`config.mk`:
```
export PLATFORM = sky130hd
export DESIGN_NAME = apb_arbiter
export DESIGN_NICKNAME = d
export VERILOG_FILES = /design/src/rtl/apb_pkg.sv /design/src/rtl/rr_arbiter.sv /design/src/rtl/apb_arbiter.sv
export SDC_FILE = /design/constraint.sdc
export NUM_CORES = 1
export LEC_CHECK = 0
export ABC_AREA = 1
export ABC_CLOCK_PERIOD_IN_PS = 5180
export CORE_MARGIN = 5
export CORE_UTILIZATION = 25
export DETAILED_ROUTE_END_ITERATION = 16
export PLACE_DENSITY = 0.59
export SETUP_SLACK_MARGIN = 0.4
export SLEW_MARGIN = 20
export SYNTH_ARGS = -nofsm -noshare
export SYNTH_HDL_FRONTEND = slang
export SYNTH_SLANG_ARGS = --single-unit
```
`constraint.sdc`:
```
create_clock -name apb_pclk -period 5.18 [get_ports apb_pclk]
set_input_delay 1.295 -clock apb_pclk [delete_from_list [all_inputs] [get_ports apb_pclk]]
set_output_delay 1.295 -clock apb_pclk [all_outputs]
set_load 0.03 [all_outputs]
```
`src/rtl/apb_pkg.sv`:
```
// rtl/apb_pkg.sv - shared FSM encoding, APB constants and timeout width helper
package apb_pkg;

  typedef enum logic [1:0] {
    ST_IDLE   = 2'd0,
    ST_SETUP  = 2'd1,
    ST_ACCESS = 2'd2
  } apb_state_e;

  localparam logic [3:0] APB_PSTRB_ALL     = 4'hF;
  localparam logic [2:0] APB_PPROT_DEFAULT = 3'b000;

  // Counter must be able to hold values 0..to.
  function automatic int tcnt_width(input int to);
    return $clog2(to + 1);
  endfunction

endpackage

```
`src/rtl/rr_arbiter.sv`:
```
// rtl/rr_arbiter.sv - round-robin pick; search starts just after the pointer
module rr_arbiter #(
  parameter int N  = 4,
  parameter int PW = $clog2(N)
) (
  input  logic [N-1:0]  req,
  input  logic [N-1:0]  mask,
  input  logic [PW-1:0] ptr,
  output logic [N-1:0]  grant
);

  logic [N-1:0]  eligible;
  logic [PW-1:0] idx;
  logic          found;

  always_comb begin
    eligible = req & ~mask;
    grant    = '0;
    found    = 1'b0;
    idx      = '0;
    for (int i = 0; i < N; i++) begin
      idx = PW'((int'(ptr) + 1 + i) % N);
      if (!found && eligible[idx]) begin
        grant[idx] = 1'b1;
        found      = 1'b1;
      end
    end
  end

endmodule

```
`src/rtl/apb_arbiter.sv`:
```
// rtl/apb_arbiter.sv - N-requester round-robin APB master with access timeout
module apb_arbiter
  import apb_pkg::*;
#(
  parameter int N   = 4,
  parameter int RW  = 32,
  parameter int RAW = 5,
  parameter int TO  = 16
) (
  input  logic             apb_pclk,
  input  logic             nreset,
  input  logic [N-1:0]     req,
  input  logic [N-1:0]     req_write,
  input  logic [N*RAW-1:0] req_addr,
  input  logic [N*RW-1:0]  req_wdata,
  output logic [N-1:0]     rsp_valid,
  output logic             rsp_err,
  output logic [RW-1:0]    rsp_rdata,
  output logic             apb_psel,
  output logic             apb_penable,
  output logic             apb_pwrite,
  output logic [RAW-1:0]   apb_paddr,
  output logic [RW-1:0]    apb_pwdata,
  output logic [3:0]       apb_pstrb,
  output logic [2:0]       apb_pprot,
  input  logic             apb_pready,
  input  logic [RW-1:0]    apb_prdata
);

  localparam int PW  = $clog2(N);
  localparam int TCW = tcnt_width(TO);
  localparam logic [TCW-1:0] TO_LAST = TCW'(TO - 1);

  apb_state_e     state, state_nxt;
  logic [PW-1:0]  ptr, owner, gnt_idx;
  logic [N-1:0]   grant;
  logic [TCW-1:0] tcnt;
  logic           start, done, timeout;

  assign apb_pstrb = APB_PSTRB_ALL;
  assign apb_pprot = APB_PPROT_DEFAULT;

  // The requester being answered this cycle is masked so it cannot re-win immediately.
  rr_arbiter #(.N(N)) u_rr (
    .req   (req),
    .mask  (rsp_valid),
    .ptr   (ptr),
    .grant (grant)
  );

  always_comb begin
    gnt_idx = '0;
    for (int i = 0; i < N; i++) begin
      if (grant[i]) gnt_idx = PW'(i);
    end
  end

  always_ff @(posedge apb_pclk or negedge nreset) begin
    if (!nreset) state <= ST_IDLE;
    else         state <= state_nxt;
  end

  always_comb begin
    state_nxt   = state;
    start       = 1'b0;
    done        = 1'b0;
    timeout     = 1'b0;
    apb_psel    = 1'b0;
    apb_penable = 1'b0;
    case (state)
      ST_IDLE: begin
        if (|grant) begin
          start     = 1'b1;
          state_nxt = ST_SETUP;
        end
      end
      ST_SETUP: begin
        apb_psel  = 1'b1;
        state_nxt = ST_ACCESS;
      end
      ST_ACCESS: begin
        apb_psel    = 1'b1;
        apb_penable = 1'b1;
        if (apb_pready) begin
          done      = 1'b1;
          state_nxt = ST_IDLE;
        end else if (tcnt == TO_LAST) begin
          timeout   = 1'b1;
          state_nxt = ST_IDLE;
        end
      end
      default: state_nxt = ST_IDLE;
    endcase
  end

  always_ff @(posedge apb_pclk or negedge nreset) begin
    if (!nreset) begin
      ptr        <= PW'(N - 1);
      owner      <= '0;
      apb_pwrite <= 1'b0;
      apb_paddr  <= '0;
      apb_pwdata <= '0;
      tcnt       <= '0;
      rsp_valid  <= '0;
      rsp_err    <= 1'b0;
      rsp_rdata  <= '0;
    end else begin
      rsp_valid <= '0;
      if (start) begin
        ptr        <= gnt_idx;
        owner      <= gnt_idx;
        apb_pwrite <= req_write[gnt_idx];
        apb_paddr  <= req_addr[gnt_idx*RAW +: RAW];
        apb_pwdata <= req_wdata[gnt_idx*RW +: RW];
      end
      if (state == ST_SETUP)                      tcnt <= '0;
      else if (state == ST_ACCESS && !apb_pready) tcnt <= tcnt + 1'b1;
      if (done || timeout) begin
        rsp_valid <= {{(N-1){1'b0}}, 1'b1} << owner;
        rsp_err   <= timeout;
        rsp_rdata <= done ? apb_prdata : '0;
      end
    end
  end

endmodule

```
==> impl_metrics.py, run 1 <==
metrics = {
    "global_route": {
        "grt_pass1_wl_mm": 34.5,
        "grt-busiest-layer": "met2",
        "grt_max_degree": 45,
        "antenna_found_initial": 1,
        "grt_pass1_vias": 6056,
        "grt.overflow.total": 0,
        "gr-usage-met1_pct": 21.4,
        "grt.met3_usage_pct": 7.03,
        "met2_usage_pct": 26.5,
        "grt_usage_pct": 16.8,
    },
    "setup_path": {
        "crit_top_cell": "nand2_1",
        "reg2reg_to": "apb_paddr[0]",
        "cp_num_buf_inv": 2,
        "crit_path_start_kind": "input port",
        "reg2reg_from": "ptr[0]",
        "worstSetupEndpointType": "flop",
        "r2r_slack_ns": 1.78,
        "ff2ff_path_depth": 17,
        "arrival_ns": 3.91,
        "cpLargestDelayFamily": "simple AND/OR/NAND/NOR gates",
        "cp.required_ns": 5.41,
        "worstPathCellList": "clkdlybuf4s50_1 -> nand3_1 -> nand3_1 -> nand2_1 -> nor2_2 -> nand3_1 -> nand3b_1 -> buf_4 -> nand2_2 -> nand2_2 -> nand2_1 -> nand2_1 -> nand2_1 -> nand2_1 -> nand2_1",
        "cp_slowest_cell": "nand2_2",
        "worstSetupPathType": "in2reg",
        "cp_max_fo": 39,
        "cp_slowest_stage_delay_ns": 0.64,
    },
    "sta": {
        "tns_ns": 0,
        "hold_viol": 0,
        "max_freq_mhz": 271,
        "clock_skew_ns": 0.00729,
        "timing.final.crit_share_pct": 71.1,
        "final-setup-viol-count": 0,
        "grt_setup_unrepaired": "false",
        "slew_viol_final": 0,
        "max_slew.worst_pin.slew_ns": 1.03,
        "fin_crit_ns": 3.68,
        "maxSlewHeadroom_pct": 31.5,
    },
    "final_layout": {
        "layout_commonest_cell": "nand2_1",
        "antenna_cells": 0,
        "drive_gt1_share_pct": 4.81,
        "area_growth_pct": 55.0,
        "layout_common_cells": "nand2_1, clkdlybuf4s50_1, nor2_1",
        "nNetsFinal": 1300,
    },
    "drt": {
        "drc": 0,
        "drtPass1Iterations": 5,
        "drtIter0Drc": 392,
        "vias_per_cell": 4.44,
        "drt-wirelength-per-cell_um": 16.1,
        "num_vias": 6157,
        "drt_wl_total_mm": 22.3,
        "antenna_left": 0,
    },
    "power_and_ir_drop": {
        "combPwrFrac_pct": 74.4,
        "p_leak_nw": 4.42,
        "powerDensity_nw_per_um2": 816,
        "p_seq_share_pct": 16.7,
        "ir_worst_vdd_uv": 774,
        "internal_power_mw": 3.19,
        "finalPower_mw": 7.15,
        "switching_share_pct": 55.4,
        "power.switching_mw": 3.96,
        "pwr-share-clk_pct": 8.9,
    },
    "clocking": {
        "post_cts_resized": 0,
        "cts_htree_levels": 3,
        "cts.sinks": 86,
        "cts_hold_buf": 0,
        "path_clk_slew_ns": 0.07,
        "cts.path.max_buffers": 2,
        "cts_setup_buffers": 0,
        "clk_latency_ns": 0.34,
        "cts_tree": "done",
        "root_buffer": "clkbuf_16",
        "cts_buffers": 9,
    },
    "synthesis": {
        "syn_inst": 856,
        "ys_warn_count": 0,
        "synth-seq-cells": 86,
        "synth-seq-area-share_pct": 38.1,
        "yosysUniqueCellTypes": 28,
        "synthesis.area_um2": 5660,
        "avgSynthCellArea_um2": 6.61,
    },
    "placed_design": {
        "gp_routability_congestion": 0.883,
        "port_buffers": 267,
        "hpwl_mm": 15.9,
    },
    "floorplan": {
        "num_rows": 55,
        "die_h_um": 160,
        "coreArea_um2": 22400,
        "io_pins": 275,
        "fp.dieW_um": 160,
        "die_area_um2": 25700,
        "initial_core_util_pct": 25.2,
    },
    "min_path": {
        "whs_path_depth": 2,
        "hold_class": "reg2reg",
        "hp-start": "apb_paddr[3]",
        "whs_endpoint": "apb_paddr[3]",
    },
    "status": {
        "status": "complete, no violations",
    },
    "run": {
        "cap_violations": 0,
    },
}
-- logic make-up (layout without fill, tap and decap cells) --
logic type | Yosys count | in the layout | share of synthesized area [%]
AND/OR/NAND/NOR | 511 | 511 | 36.6
buffers and inverters | 160 | 400 | 12.7
AO/OA/AOI/OAI | 84 | 84 | 9.64
other | 2 | 7 | 0.133
flip-flops | 86 | 86 | 38.1
adder cells (fa/ha/maj) | 13 | 13 | 2.87
-- Yosys cell counts, drive strengths merged --
cell type,n,area share (%)
o221ai,1,0.15
nand4,2,0.22
nor3,4,0.35
ha,13,2.9
dfrtp,84,37
nand3b,2,0.27
nand2,311,21
o21ai,11,0.97
nor2,126,8.6
conb,2,0.13
inv,106,7.0
o22ai,1,0.11
buf,42,4.9
clkinv,1,0.066
clkbuf,11,0.73
dfstp,2,0.93
a22o,32,5.0
nand3,66,6.3
a21oi,39,3.4
-- how the worst max path moves through the flow --
| stage | start | end | slack (ns) | cells past startpoint |
|---|---|---|---|---|
| after global placement | req[2] | apb_paddr[0] | 1.16 | 15 |
| after floorplan | req[2] | apb_paddr[0] | 2.38 | 15 |
| after global routing | req[2] | apb_pwdata[2] | 1.18 | 16 |
| after CTS | req[2] | apb_paddr[0] | 1.48 | 15 |
| final | req[1] | apb_paddr[0] | 1.50 | 15 |
| after detailed placement | req[1] | apb_pwdata[30] | 1.13 | 15 |
-- flip-flops by register name (all words and copies together) (netlist names) --
| name | cells |
|---|---|
| apb_paddr | 5 |
| apb_pwdata | 32 |
| apb_pwrite | 1 |
| owner | 2 |
| ptr | 2 |
| rsp_err | 1 |
| rsp_rdata | 32 |
| rsp_valid | 4 |
| state | 2 |
| tcnt | 5 |
-- area by class of cell --
type | instances | area, um2
tap | 285 | 357
fill | 2361 | 13700
inverter | 107 | 402
clock buffer | 10 | 239
multi-input combinational | 615 | 2830
sequential | 86 | 2150
clock inverter | 6 | 46.3
timing repair buffer | 277 | 2750
-- power groups by stage --
stage                     Clock [mW]  Combinational [mW]  Sequential, mW
final                          0.633                5.33            1.19
after global routing           0.684                5.99            1.24
after CTS                      0.659                5.43            1.20
after detailed placement           0                5.41            1.19
after global placement             0                5.36            1.20
after floorplan                    0                3.36            1.69
-- routing by layer --
metal	part of all wire, %	vias up
li1	-	3094
met4	1.4	2
met1	43	2772
met2	45	267
met5	0.058	-
met3	11	22
-- tightest hold or removal path, stage by stage (launching register included) --
cell and delay [ns]:
dfrtp_1 0.34, nand2_1 0.05, nand2_1 0.06
-- stage by stage --
step | cell area [um2] | std cells | utilization (%) | hold WS [ns] | worst slack (ns)
finish | 8770 | 1386 | 39.1 | 0.479 | 1.50
global placement | 8480 | 1370 | 37.8 | 0.461 | 1.16
CTS | 8770 | 1386 | 39.1 | 0.483 | 1.48
floorplan | 5680 | 861 | - | 0.452 | 2.38
global route | 8770 | 1386 | 39.1 | 0.504 | 1.18
detailed placement | 8480 | 1370 | 37.8 | 0.464 | 1.13
(Power assumes the default switching activity.)
==> inputs of run 2 (changes only) <==
ABC_CLOCK_PERIOD_IN_PS = 3150   (was 5180)
PLACE_DENSITY = 0.61   (was 0.59)
clock period = 3.15 ns   (was 5.18 ns; I/O delays follow)
==> impl_metrics.py, run 2 (synthesized netlist as in run 1, its figures left out) <==
metrics = {
    "final_layout": {
        "n_fill_cell": 2329,
        "antenna_cells": 0,
        "layout_commonest_cell": "nand2_1",
        "area_growth_pct": 63.2,
        "layout_common_cells": "nand2_1, clkdlybuf4s50_1, nor2_1",
        "drive_gt1_share_pct": 7.07,
        "reg_top3": "apb_pwdata x32, rsp_rdata x32",
        "nNetsFinal": 1317,
    },
    "sta": {
        "tns_ns": 0,
        "grt_setup_unrepaired": "true",
        "maxSlewHeadroom_pct": 63.6,
        "worst_hold_slack_ns": 0.420,
        "setup_ws_ns": 0.487,
        "fin_crit_ns": 2.66,
        "clock_skew_ns": 0.00958,
        "max_freq_mhz": 376,
        "timing.final.crit_share_pct": 84.5,
        "slew_viol_final": 0,
        "max_slew.worst_pin.slew_ns": 0.545,
        "hold_viol": 0,
        "final-setup-viol-count": 0,
    },
    "setup_path": {
        "crit_path_start_kind": "flop",
        "worstSetupPathType": "reg2reg",
        "cp_max_fo": 11,
        "arrival_ns": 2.89,
        "cp.required_ns": 3.38,
        "worstSetupEndpointType": "flop",
    },
    "global_route": {
        "grt_usage_pct": 16.5,
        "grt_pass1_vias": 6021,
        "antenna_found_initial": 2,
        "grt.overflow.total": 0,
        "grt_max_degree": 50,
        "grt_pass1_wl_mm": 33.9,
    },
    "placed_design": {
        "hpwl_mm": 16.0,
        "dpl_worst_slack_ns": -0.0321,
        "port_buffers": 267,
        "gp_routability_congestion": 0.866,
    },
    "floorplan": {
        "num_rows": 55,
        "io_pins": 275,
        "fp.dieW_um": 160,
        "die_area_um2": 25700,
        "die_h_um": 160,
        "initial_core_util_pct": 25.2,
        "coreArea_um2": 22400,
    },
    "clocking": {
        "cts_hold_buf": 0,
        "cts_htree_levels": 3,
        "root_buffer": "clkbuf_16",
        "cts.sinks": 86,
        "cts.path.max_buffers": 2,
        "cts_buffers": 9,
        "cts_tree": "done",
        "path_clk_slew_ns": 0.07,
        "clk_latency_ns": 0.34,
    },
    "drt": {
        "antenna_left": 0,
        "drt-wirelength-per-cell_um": 16.4,
        "drtPass1Iterations": 5,
        "drtIter0Drc": 282,
        "drt_wl_total_mm": 23.0,
        "drc": 0,
        "num_vias": 6194,
        "vias_per_cell": 4.41,
    },
    "power_and_ir_drop": {
        "p_leak_nw": 4.63,
        "powerDensity_nw_per_um2": 1480,
        "ir_worst_vdd_uv": 688,
    },
    "min_path": {
        "hold_class": "in2async",
    },
    "status": {
        "status": "complete, no violations",
    },
    "run": {
        "cap_violations": 0,
    },
}
-- run 2: changes by cell type in the layout (fill, tap and decap cells not counted), moves of 3 or more --
| cell | delta |
|---|---|
| nor2_1 | -4 |
| buf_12 | +9 |
| nor2_4 | +3 |
| bufinv_16 | +3 |
| clkbuf_16 | +4 |
-- run 2: cell type report --
type / count / area [um2] / area share, %
clock inverter: 6 / 118 / 1.27
inverter: 107 / 407 / 4.40
sequential: 86 / 2150 / 23.3
multi-input combinational: 615 / 2880 / 31.2
tap: 285 / 357 / 3.86
clock buffer: 10 / 239 / 2.59
timing repair buffer: 294 / 3080 / 33.3
-- run 2: worst max-delay path, cell delays in order (launching register included) --
cell	delay (ns)
dfstp_2	0.59
inv_2	0.08
ha_2	0.29
inv_2	0.09
nand3_2	0.10
nand2_4	0.11
nand2_1	0.10
nor2_2	0.12
nand2_1	0.06
nand3b_1	0.17
nand2_2	0.13
nand2_4	0.17
buf_12	0.16
nand2_1	0.10
nand2_1	0.10
nand2_1	0.05
nand2_1	0.06
nand2_1	0.05
-- run 2: path summary, 6_finish.rpt --
path	startpoint	to	slack (ns)	cells after the start
setup / recovery	ptr[1]	apb_pwdata[5]	0.49	17
hold / removal	nreset	rsp_rdata[10]	0.42	1
setup reg to reg	ptr[1]	apb_pwdata[5]	0.49	17
hold reg to reg	apb_pwdata[27]	apb_pwdata[27]	0.48	2
max in group asynchronous	nreset	apb_pwdata[19]	2.04	2
min in group apb_pclk	apb_pwdata[27]	apb_pwdata[27]	0.48	2
-- run 2: through the flow --
step | util, % | power (mW) | instances | cell area, um2
after floorplan | - | 8.30 | 861 | 5680
after CTS | 40.0 | 12.8 | 1395 | 8970
after detailed placement | 38.3 | 11.4 | 1378 | 8600
after global placement | 38.3 | 11.3 | 1378 | 8600
final | 41.2 | 13.7 | 1403 | 9230
after global routing | 41.2 | 14.9 | 1403 | 9230
-- run 2: where the power goes --
| group | switching [mW] | internal [mW] | leakage, nW |
|---|---|---|---|
| sequential | 0.302 | 1.65 | 1.08 |
| clock | 0.476 | 0.804 | 0.171 |
| combinational | 6.34 | 4.08 | 3.37 |
| total | 7.12 | 6.54 | 4.63 |
-- run 2: routing by layer --
layer	up-vias	track usage (%)	routed length, um
met5	-	0	21
met4	4	4.61	430
met3	32	6.36	2330
met2	244	25.9	10200
met1	2783	21.2	10000
li1	3131	-	-
-- run 2: timing repair --
| action | CTS | global route |
|---|---|---|
| gates resized for setup | 4 | 29 |
| cloned | 0 | 4 |
| endpoints found under the setup margin | 44 | 44 |
| pin swaps | 0 | 5 |
| buffers inserted | 1 | 4 |
